$ cat config.mk
export PLATFORM = sky130hd
export DESIGN_NAME = seq_divmod
export DESIGN_NICKNAME = d
export VERILOG_FILES = /design/src/rtl/seq_divmod_pkg.sv /design/src/rtl/divmod_step.sv /design/src/rtl/seq_divmod.sv
export SDC_FILE = /design/constraint.sdc
export NUM_CORES = 1
export LEC_CHECK = 0
export CAP_MARGIN = 40
export CELL_PAD_IN_SITES_DETAIL_PLACEMENT = 1
export CELL_PAD_IN_SITES_GLOBAL_PLACEMENT = 2
export CORE_ASPECT_RATIO = 2
export CORE_MARGIN = 2
export CORE_UTILIZATION = 36
export CTS_CLUSTER_DIAMETER = 150
export CTS_CLUSTER_SIZE = 28
export DETAILED_ROUTE_END_ITERATION = 8
export PLACE_DENSITY = 0.92
export SYNTH_ARGS = -nofsm -noshare
export SYNTH_HDL_FRONTEND = slang
export SYNTH_SLANG_ARGS = --single-unit
$ cat constraint.sdc
create_clock -name Clk -period 8.7 [get_ports Clk]
set_clock_uncertainty 0.2 [all_clocks]
set_input_delay 2.175 -clock Clk [delete_from_list [all_inputs] [get_ports Clk]]
set_output_delay 2.175 -clock Clk [all_outputs]
set_load 0.05 [all_outputs]
$ cat src/rtl/seq_divmod_pkg.sv
// Shared definitions for the sequential restoring divider: FSM encoding and
// the iteration-counter width helper.
package seq_divmod_pkg;

    typedef enum logic [1:0] {
        IDLE = 2'd0,
        RUN  = 2'd1,
        DONE = 2'd2
    } state_e;

    function automatic int cnt_width(input int dw);
        return $clog2(dw + 1);
    endfunction

endpackage

$ cat src/rtl/divmod_step.sv
// One radix-2 restoring iteration: shift the next dividend bit into R and
// trial-subtract the divisor; purely combinational.
module divmod_step #(
    parameter int DATAWIDTH = 64
) (
    input  logic [DATAWIDTH-1:0] r_i,
    input  logic                 q_msb_i,
    input  logic [DATAWIDTH-1:0] b_i,
    output logic [DATAWIDTH-1:0] r_o,
    output logic                 q_lsb_o,
    output logic                 borrow_o
);

    // One spare MSB so the borrow of the DATAWIDTH+1 bit subtraction is explicit.
    logic [DATAWIDTH+1:0] shifted;
    logic [DATAWIDTH+1:0] trial;
    logic                 trial_hi_unused;

    always_comb begin
        shifted  = {1'b0, r_i, q_msb_i};
        trial    = shifted - {2'b00, b_i};
        borrow_o = trial[DATAWIDTH+1];
        q_lsb_o  = ~borrow_o;
        r_o      = borrow_o ? shifted[DATAWIDTH-1:0] : trial[DATAWIDTH-1:0];
    end

    assign trial_hi_unused = ^{trial[DATAWIDTH], shifted[DATAWIDTH+1:DATAWIDTH]};

endmodule

$ cat src/rtl/seq_divmod.sv
// Multi-cycle unsigned divider producing quotient and remainder together,
// one quotient bit per cycle, with a start/busy/done handshake.
module seq_divmod
    import seq_divmod_pkg::*;
#(
    parameter int DATAWIDTH = 64
) (
    input  logic                 Clk,
    input  logic                 Rst,
    input  logic                 start,
    input  logic [DATAWIDTH-1:0] a,
    input  logic [DATAWIDTH-1:0] b,
    output logic                 busy,
    output logic                 done,
    output logic [DATAWIDTH-1:0] quo,
    output logic [DATAWIDTH-1:0] rem,
    output logic                 dbz
);

    localparam int            CW        = cnt_width(DATAWIDTH);
    localparam logic [CW-1:0] LAST_ITER = CW'(DATAWIDTH - 1);

    state_e               state_q, state_d;
    logic [CW-1:0]        cnt_q, cnt_d;
    logic [DATAWIDTH-1:0] r_q, r_d;
    logic [DATAWIDTH-1:0] q_q, q_d;
    logic [DATAWIDTH-1:0] b_q, b_d;
    logic [DATAWIDTH-1:0] quo_q, quo_d;
    logic [DATAWIDTH-1:0] rem_q, rem_d;
    logic                 dbz_q, dbz_d;

    logic [DATAWIDTH-1:0] step_r;
    logic                 step_q;
    logic                 step_borrow_unused;

    divmod_step #(.DATAWIDTH(DATAWIDTH)) u_step (
        .r_i      (r_q),
        .q_msb_i  (q_q[DATAWIDTH-1]),
        .b_i      (b_q),
        .r_o      (step_r),
        .q_lsb_o  (step_q),
        .borrow_o (step_borrow_unused)
    );

    always_comb begin
        state_d = state_q;
        cnt_d   = cnt_q;
        r_d     = r_q;
        q_d     = q_q;
        b_d     = b_q;
        quo_d   = quo_q;
        rem_d   = rem_q;
        dbz_d   = dbz_q;
        case (state_q)
            RUN: begin
                r_d   = step_r;
                q_d   = {q_q[DATAWIDTH-2:0], step_q};
                cnt_d = cnt_q + CW'(1);
                if (cnt_q == LAST_ITER) begin
                    quo_d   = {q_q[DATAWIDTH-2:0], step_q};
                    rem_d   = step_r;
                    dbz_d   = 1'b0;
                    state_d = DONE;
                end
            end
            default: begin
                // IDLE and DONE both accept; results stay put until the next completion.
                state_d = IDLE;
                if (start) begin
                    if (b == '0) begin
                        quo_d   = '1;
                        rem_d   = a;
                        dbz_d   = 1'b1;
                        state_d = DONE;
                    end else begin
                        r_d     = '0;
                        q_d     = a;
                        b_d     = b;
                        cnt_d   = '0;
                        state_d = RUN;
                    end
                end
            end
        endcase
    end

    always_ff @(posedge Clk or negedge Rst) begin
        if (!Rst) begin
            state_q <= IDLE;
            cnt_q   <= '0;
            r_q     <= '0;
            q_q     <= '0;
            b_q     <= '0;
            quo_q   <= '0;
            rem_q   <= '0;
            dbz_q   <= 1'b0;
        end else begin
            state_q <= state_d;
            cnt_q   <= cnt_d;
            r_q     <= r_d;
            q_q     <= q_d;
            b_q     <= b_d;
            quo_q   <= quo_d;
            rem_q   <= rem_d;
            dbz_q   <= dbz_d;
        end
    end

    assign busy = (state_q == RUN);
    assign done = (state_q == DONE);
    assign quo  = quo_q;
    assign rem  = rem_q;
    assign dbz  = dbz_q;

endmodule

==> flow_metrics.tcl <==
set metrics [dict create \
    cts_htree_levels 1 \
    result_of_the_run "completed" \
    number_of_global_route_vias_before_repair 17500 \
    fraction_of_layout_cells_with_a_size_suffix_above_1 0.0344 \
    period_needed_ps 5640 \
    synth_fp_nets 2315 \
    timing.setup.critical_path_class "primary input to flop" \
    finalSetupTns_ps 0 \
    antenna-diode-count 0 \
    final-hold-violation-count 0 \
    synth_cells 2118 \
    cap_viol_max_count 0 \
    critical-path-slowest-cell "sky130_fd_sc_hd__nor4_1" \
    ctsHoldBuffers 0 \
    most_numerous_cell_types_in_the_synthesized_netlist "sky130_fd_sc_hd__dfrtp_1, sky130_fd_sc_hd__nand2_1, sky130_fd_sc_hd__nor2_1" \
    hpwl_um 51800 \
    yosysTopAreaCellShare 0.457 \
    detailroute.via_count 16600 \
    path_max_fanout 70 \
    setup_viol 0 \
    floorplan.die_area_um2 52100 \
    synth_largest_area_cell "sky130_fd_sc_hd__dfrtp_1" \
    cts_tree "yes" \
    number_of_input_and_output_port_buffers_inserted 261 \
    ys_seq_elements 330 \
    period_share 0.649 \
    yosysUniqueCellTypes 70 \
    die-width_um 162 \
    final_cell_count_no_fill 2947 \
    synth_area_leaders "sky130_fd_sc_hd__dfrtp_1, sky130_fd_sc_hd__nand2_1, sky130_fd_sc_hd__nor2_1" \
    core_area_um2 49800 \
    postSynthAreaPerCell_um2 8.54 \
    dpl.cell_count 2930 \
    postSynth.asyncResetShare 1.00 \
    placement.cell_area_um2 21300 \
    drt_first_iter_violations 920 \
    detail_route.drc_violations 0 \
    worst_ep_required_time_ps 8970 \
    synth.yosys.warnings 0 \
    place_congestion 0.950 \
    seq_area_frac_synth 0.457 \
    ctsResizeCount 0 \
    path_cells "clkdlybuf4s50_1, nor4_1, buf_2, nand4_1, nor4_4, buf_4, nand3_1, and2_4, inv_4, buf_4, nor2_1, nor2_1, o31a_1" \
    grt_overflow_total 0 \
    fin_nets 2495 \
    cts_num_sinks 330 \
    avgViaCountPerCell 5.62 \
    clock_tree_root_buffer_cell "sky130_fd_sc_hd__clkbuf_16" \
    routedWlPerCell_um 22.4 \
    cts-buffers-inserted 15 \
    critical-path-top-delay-family "simple AND/OR/NAND/NOR gates" \
    cp_num_buf_inv 5 \
    die_h_um 321 \
    timing.critical_path.arrival_ps 5910 \
    largest_net_degree_at_the_start_of_global_routing 149 \
    post_layout_instance_area_um2 21700 \
    tightest_slew_ps 868 \
    synth_enable_flop_cells 0 \
    setup.worst_path.end_class "flop" \
    design.portCount 262 \
    busiest_layer "met2" \
    dominantRegCellSynth "sky130_fd_sc_hd__dfrtp_1" \
    clk_latency_ps 550 \
    cts_buffer_depth 3 \
    slew_viol_final 0 \
    area_growth_syn_to_layout_pct 20.2 \
    fmax_mhz 177 \
    grtUsageTotal 0.252 \
    global_route.usage.met3 0.0187 \
    route.antenna.remaining_nets 0 \
    routed_wl_um 66100 \
    rsz_0062_raised_after_global_routing "no" \
    rows 116 \
    grt_antenna_before_repair 0 \
    most_common_cell_in_the_netlist "sky130_fd_sc_hd__dfrtp_1" \
    maxSlewHeadroom 0.422 \
    grt_pass1_wl_um 102000 \
    crit_path_start_kind "primary input" \
    worstHoldPathType "flop to flop" \
    drtPass1Iterations 5 \
    number_of_setup_buffers_added_after_cts 0 \
    path_clk_slew_ps 110 \
    grt_util_met1 0.302 \
    mapped_area_um2 18100 \
    gr-usage-met2 0.457 \
    critical_path.max_stage_delay_ps 570 \
    start_util 0.363 \
]
## layout make-up
type	count	area [um^2]
Fill cell	5859	28000
Inverter	90	342
Multi-Input combinational cell	1566	8990
Timing Repair Buffer	295	2940
Sequential cell	330	8260
Clock buffer	15	375
Clock inverter	2	17.5
Tap cell	649	812
## cells in the final DEF (no fill, tap or decap), types with 24 or more instances in the layout
cell and n:
sky130_fd_sc_hd__a21o_1 63, sky130_fd_sc_hd__a21oi_1 173, sky130_fd_sc_hd__nand3_1 58, sky130_fd_sc_hd__mux2i_1 42, sky130_fd_sc_hd__clkdlybuf4s50_1 260, sky130_fd_sc_hd__ha_1 65, sky130_fd_sc_hd__nor2_1 234, sky130_fd_sc_hd__a31oi_1 80
sky130_fd_sc_hd__a211oi_1 38, sky130_fd_sc_hd__buf_4 24, sky130_fd_sc_hd__nand2_1 319, sky130_fd_sc_hd__nand4_1 28, sky130_fd_sc_hd__dfrtp_1 330, sky130_fd_sc_hd__o21ai_0 156, sky130_fd_sc_hd__inv_1 88, sky130_fd_sc_hd__o21ai_1 50
sky130_fd_sc_hd__xnor2_1 29
## kinds of logic after synthesis
logic type / share of synthesized area
flops: 0.457
compound gates: 0.220
fa+ha+maj: 0.0461
mux: 0.0239
buf+inv: 0.0504
xor+xnor: 0.0247
simple gates: 0.178
## layer usage
metal	share of wire	vias to the layer above
li1	-	7752
met1	0.40	8264
met2	0.51	439
met3	0.034	119
met4	0.052	0
met5	0	-
## path summary, 6_finish.rpt
check,slack (ps),to,depth (start not counted),startpoint
setup / recovery,3060,rem[55],13,b[3]
hold / removal,290,rem[8],1,rem[8]
setup reg to reg,3680,rem[23],9,r_q[56]
hold reg to reg,290,rem[8],1,rem[8]
max in group asynchronous,5670,r_q[11],2,Rst
min in group asynchronous,1370,quo[52],1,Rst
## state kept, by name (all words and copies together) (netlist names)
| register | flops |
|---|---|
| state_q | 2 |
| rem | 64 |
| b_q | 64 |
| q_q | 64 |
| cnt_q | 7 |
| dbz | 1 |
| r_q | 64 |
| quo | 64 |
## metrics by stage
step	worst slack (ps)	hold WS [ps]	utilization
2_1_floorplan	4160	251	-
3_3_place_gp	1910	260	0.427
3_5_place_dp	2370	268	0.429
4_1_cts	2910	294	0.437
5_1_grt	2810	310	0.437
6_report	3060	290	0.437
Power is left out: the tool's default activity adds up to more than one toggle a clock period on the data nets, which glitch-free logic cannot reach.
